**src/rtl/r200_pkg.sv**
```systemverilog
// Shared RV32I decode definitions: opcodes, ALU operation codes, immediate formats.
package r200_pkg;

  localparam logic [6:0] OPC_LUI    = 7'b0110111;
  localparam logic [6:0] OPC_AUIPC  = 7'b0010111;
  localparam logic [6:0] OPC_JAL    = 7'b1101111;
  localparam logic [6:0] OPC_JALR   = 7'b1100111;
  localparam logic [6:0] OPC_BRANCH = 7'b1100011;
  localparam logic [6:0] OPC_LOAD   = 7'b0000011;
  localparam logic [6:0] OPC_STORE  = 7'b0100011;
  localparam logic [6:0] OPC_OPIMM  = 7'b0010011;
  localparam logic [6:0] OPC_OP     = 7'b0110011;

  localparam logic [31:0] NOP_INSTR = 32'h0000_0013;

  typedef enum logic [3:0] {
    ALU_ADD, ALU_SUB, ALU_SLL, ALU_SLT, ALU_SLTU, ALU_XOR,
    ALU_SRL, ALU_SRA, ALU_OR, ALU_AND, ALU_PASSB
  } aluop_e;

  typedef enum logic [2:0] {IMM_NONE, IMM_I, IMM_S, IMM_B, IMM_U, IMM_J} immfmt_e;

  typedef struct packed {
    aluop_e aluop;
    logic   alusrc;
    logic   regwr;
    logic   memrd;
    logic   memwr;
    logic   branch;
    logic   jump;
  } ctrl_t;

  function automatic logic [31:0] imm_gen(input immfmt_e fmt, input logic [31:0] ins);
    case (fmt)
      IMM_I:   imm_gen = {{20{ins[31]}}, ins[31:20]};
      IMM_S:   imm_gen = {{20{ins[31]}}, ins[31:25], ins[11:7]};
      IMM_B:   imm_gen = {{19{ins[31]}}, ins[31], ins[7], ins[30:25], ins[11:8], 1'b0};
      IMM_U:   imm_gen = {ins[31:12], 12'b0};
      IMM_J:   imm_gen = {{11{ins[31]}}, ins[31], ins[19:12], ins[20], ins[30:21], 1'b0};
      default: imm_gen = 32'b0;
    endcase
  endfunction

  function automatic aluop_e alu_from_f3(input logic [2:0] f3, input logic sub_en, input logic sra_en);
    case (f3)
      3'b000:  alu_from_f3 = sub_en ? ALU_SUB : ALU_ADD;
      3'b001:  alu_from_f3 = ALU_SLL;
      3'b010:  alu_from_f3 = ALU_SLT;
      3'b011:  alu_from_f3 = ALU_SLTU;
      3'b100:  alu_from_f3 = ALU_XOR;
      3'b101:  alu_from_f3 = sra_en ? ALU_SRA : ALU_SRL;
      3'b110:  alu_from_f3 = ALU_OR;
      default: alu_from_f3 = ALU_AND;
    endcase
  endfunction

endpackage

```
**src/rtl/instr_decode.sv**
```systemverilog
// Pure combinational RV32I decoder: control bits, immediate, source-register usage.
// Illegal encodings (unknown opcode, bad funct7) come out with all control cleared.
module instr_decode
  import r200_pkg::*;
(
  input  logic [31:0] instr_i,
  output ctrl_t       ctrl_o,
  output logic [31:0] imm_o,
  output logic [2:0]  funct3_o,
  output logic [4:0]  rd_o,
  output logic        use_rs1_o,
  output logic        use_rs2_o,
  output logic        illegal_o
);

  logic [6:0] opcode;
  logic [6:0] f7;
  logic [2:0] f3;
  immfmt_e    fmt;

  assign opcode = instr_i[6:0];
  assign f7     = instr_i[31:25];
  assign f3     = instr_i[14:12];
  assign rd_o   = instr_i[11:7];

  always_comb begin
    ctrl_o    = '0;
    fmt       = IMM_NONE;
    use_rs1_o = 1'b0;
    use_rs2_o = 1'b0;
    illegal_o = 1'b0;
    case (opcode)
      OPC_LUI: begin
        ctrl_o.regwr = 1'b1; ctrl_o.alusrc = 1'b1; ctrl_o.aluop = ALU_PASSB; fmt = IMM_U;
      end
      OPC_AUIPC: begin
        ctrl_o.regwr = 1'b1; ctrl_o.alusrc = 1'b1; fmt = IMM_U;
      end
      OPC_JAL: begin
        ctrl_o.regwr = 1'b1; ctrl_o.jump = 1'b1; fmt = IMM_J;
      end
      OPC_JALR: begin
        ctrl_o.regwr = 1'b1; ctrl_o.jump = 1'b1; ctrl_o.alusrc = 1'b1; fmt = IMM_I;
        use_rs1_o = 1'b1;
      end
      OPC_BRANCH: begin
        ctrl_o.branch = 1'b1; ctrl_o.aluop = ALU_SUB; fmt = IMM_B;
        use_rs1_o = 1'b1; use_rs2_o = 1'b1;
      end
      OPC_LOAD: begin
        ctrl_o.memrd = 1'b1; ctrl_o.regwr = 1'b1; ctrl_o.alusrc = 1'b1; fmt = IMM_I;
        use_rs1_o = 1'b1;
      end
      OPC_STORE: begin
        ctrl_o.memwr = 1'b1; ctrl_o.alusrc = 1'b1; fmt = IMM_S;
        use_rs1_o = 1'b1; use_rs2_o = 1'b1;
      end
      OPC_OPIMM: begin
        // instr[30] is an immediate bit for ADDI, so only shifts look at it
        ctrl_o.regwr = 1'b1; ctrl_o.alusrc = 1'b1; fmt = IMM_I;
        ctrl_o.aluop = alu_from_f3(f3, 1'b0, instr_i[30]);
        use_rs1_o = 1'b1;
        if ((f3 == 3'b001 && f7 != 7'b0000000) ||
            (f3 == 3'b101 && f7 != 7'b0000000 && f7 != 7'b0100000))
          illegal_o = 1'b1;
      end
      OPC_OP: begin
        ctrl_o.regwr = 1'b1;
        ctrl_o.aluop = alu_from_f3(f3, instr_i[30], instr_i[30]);
        use_rs1_o = 1'b1; use_rs2_o = 1'b1;
        if (!(f7 == 7'b0000000 || (f7 == 7'b0100000 && (f3 == 3'b000 || f3 == 3'b101))))
          illegal_o = 1'b1;
      end
      default: illegal_o = 1'b1;
    endcase
    if (illegal_o)
      ctrl_o = '0;
    if (rd_o == 5'd0)
      ctrl_o.regwr = 1'b0;
  end

  assign imm_o    = imm_gen(fmt, instr_i);
  assign funct3_o = illegal_o ? 3'b000 : f3;

endmodule

```
**src/rtl/idex_stage.sv**
```systemverilog
// RV32I decode stage and ID/EX register with load-use stall, bubble and flush control.
// Optional IDEX_ILLEGAL_TRAP_EN adds ex_illegal for unknown opcodes / bad funct7.
module idex_stage
  import r200_pkg::*;
#(
  parameter int unsigned         XLEN     = 32,
  parameter logic [XLEN-1:0]     RESET_PC = '0
) (
  input  logic            clk,
  input  logic            rst_n,
  input  logic            if_valid,
  input  logic [31:0]     if_instr,
  input  logic [XLEN-1:0] if_pc,
  output logic            if_ready,
  output logic [4:0]      rs1addr,
  output logic [4:0]      rs2addr,
  input  logic [XLEN-1:0] rs1_data,
  input  logic [XLEN-1:0] rs2_data,
  input  logic            ex_flush,
  input  logic            ex_stall,
  output logic            ex_valid,
  output logic [XLEN-1:0] ex_pc,
  output logic [XLEN-1:0] ex_rs1,
  output logic [XLEN-1:0] ex_rs2,
  output logic [XLEN-1:0] ex_imm,
  output logic [4:0]      ex_rd,
  output logic [3:0]      ex_aluop,
  output logic            ex_alusrc,
  output logic            ex_regwr,
  output logic            ex_memrd,
  output logic            ex_memwr,
  output logic [2:0]      ex_funct3,
  output logic            ex_branch,
  output logic            ex_jump
`ifdef IDEX_ILLEGAL_TRAP_EN
  ,
  output logic            ex_illegal
`endif
);

  ctrl_t       dec_ctrl;
  logic [31:0] dec_imm;
  logic [2:0]  dec_f3;
  logic [4:0]  dec_rd;
  logic        dec_use_rs1, dec_use_rs2, dec_illegal;
  logic        hazard, bubble, load;

  logic            valid_q, valid_d;
  ctrl_t           ctrl_q, ctrl_d;
  logic [2:0]      f3_q, f3_d;
  logic [4:0]      rd_q, rd_d;
  logic [XLEN-1:0] pc_q, pc_d, rs1_q, rs1_d, rs2_q, rs2_d, imm_q, imm_d;

  assign rs1addr = if_instr[19:15];
  assign rs2addr = if_instr[24:20];

  instr_decode u_dec (
    .instr_i   (if_instr),
    .ctrl_o    (dec_ctrl),
    .imm_o     (dec_imm),
    .funct3_o  (dec_f3),
    .rd_o      (dec_rd),
    .use_rs1_o (dec_use_rs1),
    .use_rs2_o (dec_use_rs2),
    .illegal_o (dec_illegal)
  );

  // An illegal encoding reads no operands, so it never waits on a load
  assign hazard = valid_q && ctrl_q.memrd && (rd_q != 5'd0) && if_valid && !dec_illegal &&
                  ((dec_use_rs1 && rd_q == rs1addr) || (dec_use_rs2 && rd_q == rs2addr));

  assign if_ready = ex_flush || (!ex_stall && !hazard);
  assign bubble   = ex_flush || (!ex_stall && (hazard || !if_valid));
  assign load     = !ex_flush && !ex_stall && !hazard && if_valid;

  always_comb begin
    valid_d = valid_q;
    ctrl_d  = ctrl_q;
    f3_d    = f3_q;
    rd_d    = rd_q;
    pc_d    = pc_q;
    rs1_d   = rs1_q;
    rs2_d   = rs2_q;
    imm_d   = imm_q;
    if (bubble) begin
      valid_d = 1'b0;
      ctrl_d  = '0;
      f3_d    = 3'b000;
    end else if (load) begin
      valid_d = 1'b1;
      ctrl_d  = dec_ctrl;
      f3_d    = dec_f3;
      rd_d    = dec_rd;
      pc_d    = if_pc;
      rs1_d   = rs1_data;
      rs2_d   = rs2_data;
      imm_d   = XLEN'($signed(dec_imm));
    end
  end

  always_ff @(posedge clk or negedge rst_n) begin
    if (!rst_n) begin
      valid_q <= 1'b0;
      ctrl_q  <= '0;
      f3_q    <= 3'b000;
      rd_q    <= 5'd0;
      pc_q    <= RESET_PC;
      rs1_q   <= '0;
      rs2_q   <= '0;
      imm_q   <= '0;
    end else begin
      valid_q <= valid_d;
      ctrl_q  <= ctrl_d;
      f3_q    <= f3_d;
      rd_q    <= rd_d;
      pc_q    <= pc_d;
      rs1_q   <= rs1_d;
      rs2_q   <= rs2_d;
      imm_q   <= imm_d;
    end
  end

`ifdef IDEX_ILLEGAL_TRAP_EN
  logic illegal_q, illegal_d;

  always_comb begin
    illegal_d = illegal_q;
    if (bubble)
      illegal_d = 1'b0;
    else if (load)
      illegal_d = dec_illegal;
  end

  always_ff @(posedge clk or negedge rst_n) begin
    if (!rst_n) illegal_q <= 1'b0;
    else        illegal_q <= illegal_d;
  end

  assign ex_illegal = illegal_q;
`endif

  assign ex_valid  = valid_q;
  assign ex_pc     = pc_q;
  assign ex_rs1    = rs1_q;
  assign ex_rs2    = rs2_q;
  assign ex_imm    = imm_q;
  assign ex_rd     = rd_q;
  assign ex_aluop  = ctrl_q.aluop;
  assign ex_alusrc = ctrl_q.alusrc;
  assign ex_regwr  = ctrl_q.regwr;
  assign ex_memrd  = ctrl_q.memrd;
  assign ex_memwr  = ctrl_q.memwr;
  assign ex_funct3 = f3_q;
  assign ex_branch = ctrl_q.branch;
  assign ex_jump   = ctrl_q.jump;

endmodule

```
**config.mk**
```make
export PLATFORM = sky130hd
export DESIGN_NAME = idex_stage
export DESIGN_NICKNAME = d
export VERILOG_FILES = /design/src/rtl/r200_pkg.sv /design/src/rtl/instr_decode.sv /design/src/rtl/idex_stage.sv
export SDC_FILE = /design/constraint.sdc
export NUM_CORES = 1
export LEC_CHECK = 0
export ABC_AREA = 1
export BUFFER_PORTS_ARGS = -buffer_cell sky130_fd_sc_hd__clkbuf_2
export CORE_MARGIN = 3
export CORE_UTILIZATION = 44
export CTS_CLUSTER_SIZE = 24
export DETAILED_ROUTE_END_ITERATION = 8
export PLACE_DENSITY = 0.77
export RECOVER_POWER = 25
export SKIP_CTS_REPAIR_TIMING = 1
export SYNTH_ARGS = -nofsm -noshare
export SYNTH_HDL_FRONTEND = slang
export SYNTH_SLANG_ARGS = --single-unit
export TNS_END_PERCENT = 20
```
**constraint.sdc**
```tcl
create_clock -name clk -period 1.5 [get_ports clk]
set_input_delay 0 -clock clk [delete_from_list [all_inputs] [get_ports clk]]
set_output_delay 0 -clock clk [all_outputs]
set_load 0.02 [all_outputs]
```
# --- After elaboration in Yosys (flattened, before gate mapping) ---
# Cells that the tools add are included.
totals:
  reg_bits: 147
  out_inout_bits: 158
  word_cells: 109
op_classes:
  eq_ne: 24
  muxes: 27
  n_bitwise: 1
  n_reduce_logical: 43
ops:
  columns: ["cell", "n"]
  rows:
  - ["one-hot mux 32 bit (5 select lines)", 1]
  - ["one-hot mux 4 bit (7 select lines)", 2]
  - ["two-way mux 10 bit", 3]
  - ["== test 7 x 6 -> 1 bit, second input constant", 4]
  - ["== test 7 bit, second input constant", 3]
  - ["logical AND 1 bit", 16]
  - ["one-hot mux 4 bit (4 select lines)", 1]
  - ["== test 3 bit, second input constant", 5]
  - ["two-way mux 1 bit", 15]
  - ["one-hot mux 3 bit (5 select lines)", 1]
  - ["== test 7 x 5 -> 1 bit, second input constant", 2]
  - ["OR reduction 7 bit", 2]
  - ["== test 3 x 2 -> 1 bit, second input constant", 4]
  - ["OR reduction 6 bit", 2]
  - ["== test 5 bit", 2]
  - ["two-way mux 3 bit", 3]
  - ["== test 7 x 2 -> 1 bit, second input constant", 1]
  - ["zero test 7 bit", 1]
  - ["logical OR 1 bit", 7]
  - ["inequality test 7 x 6 -> 1 bit, second input constant", 1]
  - ["nonzero test 7 bit", 1]
  - ["== test 3 x 1 -> 1 bit, second input constant", 2]
  - ["OR reduction 3 bit", 2]
  - ["zero test 1 bit", 5]
  - ["other kinds (8)", 9]

# --- Depth between registers and ports, before layout ---
# Gate-level depths: netlist of the first run.
logic_depth:
  ltp_word: 14
  depth_mapped: 15
  mapped_depth_nobuf: 12

# --- By module ---
# A second synthesis of the first run with hierarchy kept.
hier_totals:
  cells_unflattened: 929
  hier_area_um2: 7339.5
modules_own_cells:
  columns: ["module", "n_inst", "cells_per_inst", "area_per_inst_um2", "seq_area_each_um2"]
  rows:
  - ["idex_stage", 1, 725, 6326.1, 3678.5]
  - ["instr_decode", 1, 204, 1013.5, 0.0]

# --- Worst setup path before layout of the first run ---
# No wires, ideal clock.
synth_timing:
  kind: "reg2reg"
  from: "register rd_q[1] (netlist: ex_rd[1])"
  to: "register imm_q[12] (netlist: ex_imm[12])"
  setup_ns: 0.117
  arrival_ns: 1.652
  path_slack_ns: -0.269
  stages_incl_launch_ff: 15
  synth_period_minus_slack_ns: 1.769
  path_cell_list: "dfrtp_1 -> inv_1 -> nand2_1 -> nand2_1 -> nor2_1 -> nand2_1 -> nor2_1 -> nand2_1 -> nand2_1 -> nand3_1 -> buf_4 -> buf_4 -> buf_2 -> nand4_1 -> nand2_1"
synth_via:
  elab_chain_cells: 10
synth_rtl:
  columns: ["element", "line", "rtl"]
  rows:
  - ["from (decl)", "idex_stage.sv:51", "logic [4:0] rd_q, rd_d;"]
  - ["from (signal assigned)", "idex_stage.sv:115", "rd_q <= rd_d;"]
  - ["nonzero test 5 bit", "idex_stage.sv:69", "assign hazard = valid_q && ctrl_q.memrd && (rd_q != 5'd0) && if_valid && !dec_illegal &&"]
  - ["logical AND 1 bit (3 in a row)", "idex_stage.sv:69", null]
  - ["logical AND 1 bit *", "idex_stage.sv:69", null]
  - ["logical OR 1 bit", "idex_stage.sv:73", "assign bubble = ex_flush || (!ex_stall && (hazard || !if_valid));"]
  - ["logical AND 1 bit", "idex_stage.sv:73", null]
  - ["logical OR 1 bit", "idex_stage.sv:73", null]
  - ["NOT 1 bit (no source line)", null, null]
  - ["AND reduction 2 bit (no source line) *", null, null]
  - ["to (signal assigned)", "idex_stage.sv:119", "imm_q <= imm_d;"]
  - ["to (decl)", "idex_stage.sv:52", "logic [XLEN-1:0] pc_q, pc_d, rs1_q, rs1_d, rs2_q, rs2_d, imm_q, imm_d;"]
# Mark *: on every way between the ends. The rest lies on a longest branch, timed or not.
# A chain may end at the register's enable or synchronous reset.

# --- Worst setup path after layout of the first run ---
layout_timing:
  from: "register rd_q[1] (netlist: ex_rd[1])"
  to: "output port if_ready"
layout_via:
  elab_chain_cells: 8
layout_rtl:
  columns: ["element", "line", "rtl"]
  rows:
  - ["nonzero test 5 bit", "idex_stage.sv:69", null]
  - ["logical AND 1 bit (3 in a row)", "idex_stage.sv:69", null]
  - ["logical AND 1 bit *", "idex_stage.sv:69", null]
  - ["zero test 1 bit *", "idex_stage.sv:72", "assign if_ready = ex_flush || (!ex_stall && !hazard);"]
  - ["logical AND 1 bit *", "idex_stage.sv:72", null]
  - ["logical OR 1 bit *", "idex_stage.sv:72", null]
  - ["to (decl)", "idex_stage.sv:14", "output logic if_ready,"]
# Marks and branches as above.

==> results of run 1 <==
-- placed cells by master (no fill, tap or decap), drive strengths merged, types with 3 or more instances in the layout --
master         n
xor2           3
clkbuf       311
nand2        347
nand3         17
dlygate4sd3  104
o21ai         24
o2111ai        8
clkinvlp       3
inv           46
buf           82
nor2          31
clkinv         4
nor3           5
nand4        143
dfrtp        147
xnor2          3
a21oi          9
-- worst register-to-register path, cell delays in order, from the launching register on --
cell	delay [ns]
dfrtp_2	0.43
buf_4	0.14
xor2_1	0.13
nor2_1	0.10
nand3_1	0.09
nand2_2	0.11
nand3_4	0.14
buf_12	0.23
buf_4	0.23
nand4_1	0.07
nand2_1	0.08
-- sequential cells by signal (all words and copies together), names as in the netlist --
register / count
ex_imm: 32
ex_pc: 32
ex_rs1: 32
ex_rs2: 32
ex_rd: 5
ex_aluop: 4
ex_funct3: 3
ex_alusrc: 1
ex_branch: 1
ex_jump: 1
ex_memrd: 1
ex_memwr: 1
ex_regwr: 1
ex_valid: 1
-- area by class of cell --
cell class	count	area, µm²
fill	1146	4450
inverter	40	150
sequential	147	3680
clock buffer	18	439
clock inverter	14	143
tap	211	264
timing repair buffer	479	3380
multi-input combinational	595	2870
-- power by group --
part           internal, mW  total [mW]  switching [mW]
Combinational          1.05        2.73            1.67
Clock                  2.37        4.19            1.81
Sequential             4.44        4.76           0.320
-- layer usage --
layer  track usage [%]  share of wire (%)  up-vias
li1                  -                  -     3725
met1              33.3                 39     3738
met2              40.7                 51      440
met3              5.76                6.9       84
met4              9.74                3.6        0
met5                 0                  0        -
-- final timing paths --
kind / to / slack (ns) / cells past startpoint
max: if_ready / -0.51 / 9
min: ex_funct3[2]$_DFFE_PN0P_ / 0.03 / 4
max reg2reg: ex_rs2[11]$_DFFE_PN0P_ / -0.34 / 10
min reg2reg: ex_rs1[24]$_DFFE_PN0P_ / 0.47 / 2
max in group asynchronous: ex_rd[3]$_DFFE_PN0P_ / 0.16 / 2
min in group asynchronous: ex_rs1[14]$_DFFE_PN0P_ / 0.40 / 2
-- stage by stage --
| stage | setup WS (ns) | std cells | cell area (µm²) | TNS [ns] | hold slack (ns) |
|---|---|---|---|---|---|
| 2_1_floorplan | -0.129 | 856 | 7040 | -11.41 | -0.296 |
| 3_3_place_gp | -0.253 | 1355 | 9040 | -26.37 | -0.0258 |
| 3_5_place_dp | -0.277 | 1355 | 9040 | -26.89 | -0.0167 |
| 4_1_cts | -0.579 | 1387 | 9620 | -28.25 | -0.471 |
| 5_1_grt | -0.625 | 1504 | 10900 | -56.06 | 0.00855 |
| 6_report | -0.506 | 1504 | 10900 | -37.39 | 0.0255 |
-- cell families (layout without fill, tap and decap cells) --
logic type,Yosys count,in the layout
AOI/OAI and AO/OA,44,44
DFF,147,147
buffers and inverters,114,551
xor gates and xnor gates,6,6
and+or+nand+nor,545,545
==> summary.txt, run 1 <==
cell row count: 45
post-synthesis xor/xnor area fraction: 0.751%
die height: 132 µm
largest family of logic cells by synthesized area: simple AND/OR/NAND/NOR gates
DP HPWL: 16.2 mm
Worst slew margin: 9.63%
root buffer cell: clkbuf_16
synth unique cells: 27
cell at the slowest stage of the critical path: dfrtp_2
worst min-delay path category: primary input to flip-flop
critical path, cell by cell: buf_4, xor2_1, nor2_1, nand3_1, nand2_2, nand3_4, buf_16, a21o_1, clkbuf_2
skew final: 0.00802 ns
WS Path Type: flip-flop to output pin
core box area: 15400 µm²
Post-synth EDFFs: 0
#FFs+latches synth: 147
vias per std cell: 5.31
most frequent cell after synthesis: nand2_1
minimum clock period: 2.01 ns
Final Power: 11.7 mW
PortBufs: 290
maxcap violations: 0
Synth Area in Compound Gates: 3.67%
Worst Path Arrival: 2.01 ns
Synth area leaders: dfrtp_1 53%, nand2_1 19%, nand4_1 13%
CTS tree: done
Post-Synthesis Cells: 856
DR pass1 iterations: 6
final wirelength: 26.1 mm
Top delay family on crit path: buffers and inverters
final antenna-violating net count: 0
routability congestion estimate: 0.913
starting density of the core: 45.5%
cell accounting for the most synthesized area: dfrtp_1
violations in the final reports: negative setup slack
Power Density: 1070 nW/µm²
gr ovfl total: 0
Syn. warnings: 0
largest net degree at the start of global routing: 72
share of layout cells above drive strength 1: 34.3%
Hold Vio Cnt, Final: 0
Avg WL per Cell: 17.3 µm
CP required: 1.50 ns
# IOs: 291
buffers and inverters on the worst path: 3
Peak VDD IR: 0.817 mV
fmax: 499 MHz
fraction of the mapped netlist area in adder cells: 0%
Total Routing Usage GR: 25.2%
outcome: finished, violations left
Critical Path Start Type: flip-flop
initial DRC count: 749
Crit. End Element: output pin
P_leak: 6.07 nW
Main synth FF type: dfrtp_1
via count: 7987
Reg-to-Reg Start: ex_rd[1]$_DFFE_PN0P_
number of clock sinks: 147
clock-pin slew on the worst setup and hold paths: 0.06 ns
post-layout util: 71.1%
ANT cells: 0
Worst path max stage delay: 0.43 ns
H-tree depth: 4
fin. max-slew vios: 0
first-pass GRT wire length: 35.9 mm
share of the synthesized area in the top cell type: 52.6%
Synth Area in Simple Gates: 35.3%
Post-Syn Area: 7000 µm²
sequential share of the synthesized area: 52.6%
Finish-stage setup viols: 141
mux cell area share after synthesis: 0%
period utilisation layout: 134%
async set-or-reset flop fraction in the synthesized netlist: 100%
final worst slack: -0.506 ns
Worst Setup SP: ex_rd[1]$_DFFE_PN0P_
syn_nets: 989
CTS Buffer Depth: 2
synth cell count leaders: 346 x nand2_1, 147 x dfrtp_1, 143 x nand4_1, 42 x clkbuf_1, 34 x inv_1
Die Span X: 132 µm
critical-path maximum fanout: 5
syn avg cell area: 8.17 µm²
Area Growth Syn to Fin: 56.2%
later-pin clock latency in the skew report: 0.42 ns
initial antenna violation count: 0
Hold Path Origin: if_instr[14]
vias in the first global route: 7001
CTS buffer count: 17
# DRC: 0
RSZ-0062 raised after global routing: true
DIE AREA: 17500 µm²
worst slew pin tran: 1.36 ns
Layout Nets: 1413
Note: power is estimated with default switching activity, not from simulation.
==> inputs of run 2 (changes only) <==
- CORE_UTILIZATION: 44 -> 30
- PLACE_DENSITY: 0.77 -> unset
==> run 2 against run 1 <==
The flow finishes with violations (negative hold slack, negative setup slack). Fmax increased by 3.4%. Critical path depth unchanged. Clock-buffer cell count unchanged. Critical path type unchanged. Wire length increased by 0.47%. Setup slack improved by 0.067 ns. First-iteration DRC count decreased by 11%. Largest power group unchanged. Power decreased by 1.5%. Register-to-register slack got worse by 0.04 ns. Non-clock buffer count increased by 10. Highest routed layer unchanged. Clock skew increased by 0.0057 ns. Cell area increased by 1.0%.
==> summary.txt, run 2 (synthesis results as in run 1) <==
Clk pwr share: 35.3% (-0.6 points)
starting density of the core: 30.7% (-15 points)
Worst path max stage delay: 0.47 ns (+0.04 ns)
Reg-to-Reg Start: ex_rd[4]$_DFFE_PN0P_
DR pass1 iterations: 5 (-1)
fillers: 2233 (+95%)
RSZ-0062 raised after global routing: true
CP required: 1.50 ns (about the same)
P_leak: 6.09 nW (+0.32%)
fmax: 516 MHz (+3.4%)
post-layout util: 48.5% (-23 points)
Total Routing Usage GR: 18.9% (-6.3 points)
Switch Pwr: 3.84 mW (+1.1%)
Post-Layout Inst Area: 11000 µm² (+1.0%)
area of the multi-input gates: 2830 µm² (-1.1%)
later-pin clock latency in the skew report: 0.43 ns (about the same)
largest net degree at the start of global routing: 70 (-2.8%)
initial antenna violation count: 0 (unchanged)
DP Area: 9270 µm² (+2.6%)
met2 wire length: 12.8 mm (-3.3%)
die height: 159 µm (+20%)
maxcap violations: 0 (unchanged)
minimum clock period: 1.94 ns (-0.0667 ns)
gr ovfl total: 0 (unchanged)
worst slew pin tran: 1.11 ns (-0.250 ns)
worst min-delay path category: primary input to flip-flop
FF/Latch Area: 3680 µm² (unchanged)
DIE AREA: 25200 µm² (+44%)
Layout Nets: 1423 (+0.71%)
Hold Path Origin: if_instr[18]
root buffer cell: clkbuf_16
critical path, cell by cell: nand2_1, nand4_1, nor2_1, nand2_1, nand2_2, nand3_4, buf_12, a21o_1, buf_2
WS Path Type: flip-flop to output pin
Peak VDD IR: 0.515 mV (-37%)
Critical Path Start Type: flip-flop
combinational cell fraction of total power: 23.6% (+0.2 points)
Power Density: 1040 nW/µm² (-2.4%)
critical-path maximum fanout: 6 (+1)
Finish-stage setup viols: 148 (+5.0%)
# DRC: 0 (unchanged)
violations in the final reports: negative hold slack, negative setup slack
crit-path most repeated cell: nand2_1
outcome: finished, violations left
initial DRC count: 670 (-11%)
final worst slack: -0.439 ns (+0.0667 ns)
cell row count: 55 (+22%)
CTS buffer count: 17 (unchanged)
vias in the first global route: 6754 (-3.5%)
met3 routed WL: 1.66 mm (-7.5%)
skew final: 0.0137 ns (+0.00566 ns)
period utilisation layout: 129% (-4.4 points)
clock-pin slew on the worst setup and hold paths: 0.06 ns (about the same)
register share of total power: 41.2% (+0.4 points)
most frequent cells in the layout: 345 x nand2_1, 282 x clkbuf_2, 143 x nand4_1, 142 x dfrtp_1, 107 x dlygate4sd3_1
DP HPWL: 17.8 mm (+10%)
CTS tree: done
ANT cells: 0 (unchanged)
cell at the slowest stage of the critical path: dfrtp_2
Internal: 7.65 mW (-2.7%)
# IOs: 291 (unchanged)
PortBufs: 290 (unchanged)
fin. max-slew vios: 0 (unchanged)
vias per std cell: 4.74 (-11%)
final antenna-violating net count: 0 (unchanged)
final wirelength: 26.2 mm (+0.47%)
number of placed instances, taps included: 1468 (+8.3%)
Crit. End Element: output pin
Worst slew margin: 26.3% (+17 points)
routability congestion estimate: 0.896 (-1.9%)
first-pass GRT wire length: 38.4 mm (+6.8%)
Die Span X: 159 µm (+20%)
Hold Vio Cnt, Final: 1 (+1)
CTS Buffer Depth: 2 (unchanged)
Max Used Layer: met4
Sw Share: 33.4% (+0.84 points)
core box area: 22800 µm² (+48%)
Avg WL per Cell: 16.2 µm (-6.5%)
Final Power: 11.5 mW (-1.5%)
Area Growth Syn to Fin: 57.7%
Hold WS: -0.00992 ns (-0.0355 ns)
Worst Path Arrival: 1.94 ns (-0.07 ns)
non-filler cells in the finished layout: 1616 (+7.4%)
Worst Setup SP: ex_rd[3]$_DFFE_PN0P_
DRT met1 WL: 11.3 mm (+12%)
commonest non-fill, non-tap cell in the layout: nand2_1
via count: 7653 (-4.2%)
share of layout cells above drive strength 1: 33.5% (-0.80 points)
number of clock sinks: 147 (unchanged)
H-tree depth: 4 (unchanged)
[run 2: changes by cell type in the layout (fill, tap and decap cells not counted), sizes merged]
cell	before	now
buf	82	88
dlygate4sd3	104	107
clkinv	4	6
bufinv	1	0
clkbuf	311	312
clkinvlp	3	2
[run 2: through the flow]
stage	worst slack [ns]	setup TNS (ns)
global route	-0.525	-65.68
CTS	-0.599	-32.41
finish	-0.439	-46.49
floorplan	-0.129	-11.41
detailed placement	-0.299	-39.18
global placement	-0.279	-36.61
[run 2: layout make-up]
cell class | instances | share of cell area (%)
Clock inverter | 14 | 1.10
Timing Repair Buffer | 489 | 31.0
Clock buffer | 18 | 3.89
Multi-Input combinational cell | 595 | 25.7
Tap cell | 313 | 3.55
Inverter | 40 | 1.36
Sequential cell | 147 | 33.4
[run 2: final timing paths]
kind                       depth (start not counted)  slack, ns                endpoint
max in group asynchronous                          3       0.10    ex_pc[2]$_DFFE_PN0P_
max                                                9      -0.44                if_ready
min reg2reg                                        2       0.47  ex_rs1[28]$_DFFE_PN0P_
max reg2reg                                       12      -0.38    ex_rd[3]$_DFFE_PN0P_
min in group asynchronous                          2       0.34  ex_rs2[25]$_DFFE_PN0P_
min                                                5      -0.01  ex_imm[18]$_DFFE_PN0P_
[run 2: metal layers]
| metal | GRT usage, % | vias up |
|---|---|---|
| met2 | 29.8 | 274 |
| met5 | 0 | - |
| met1 | 25.9 | 3598 |
| li1 | - | 3750 |
| met4 | 6.29 | 0 |
| met3 | 4.17 | 31 |
[run 2: power groups by stage]
stage,sequential (mW),combinational (mW),clock (mW)
after CTS,4.72,2.45,4.18
after global routing,4.79,2.94,4.36
after global placement,4.78,2.43,0
final,4.73,2.71,4.05
after floorplan,5.35,0.701,0
after detailed placement,4.79,2.45,0
[run 2: worst max-delay path, delay by kind of cell (launching register included)]
kind | cells | cell delay (ns)
AND/OR/NAND/NOR | 6 | 0.61
flip-flops | 1 | 0.47
buffers and inverters | 2 | 0.29
AO/OA/AOI/OAI | 1 | 0.14
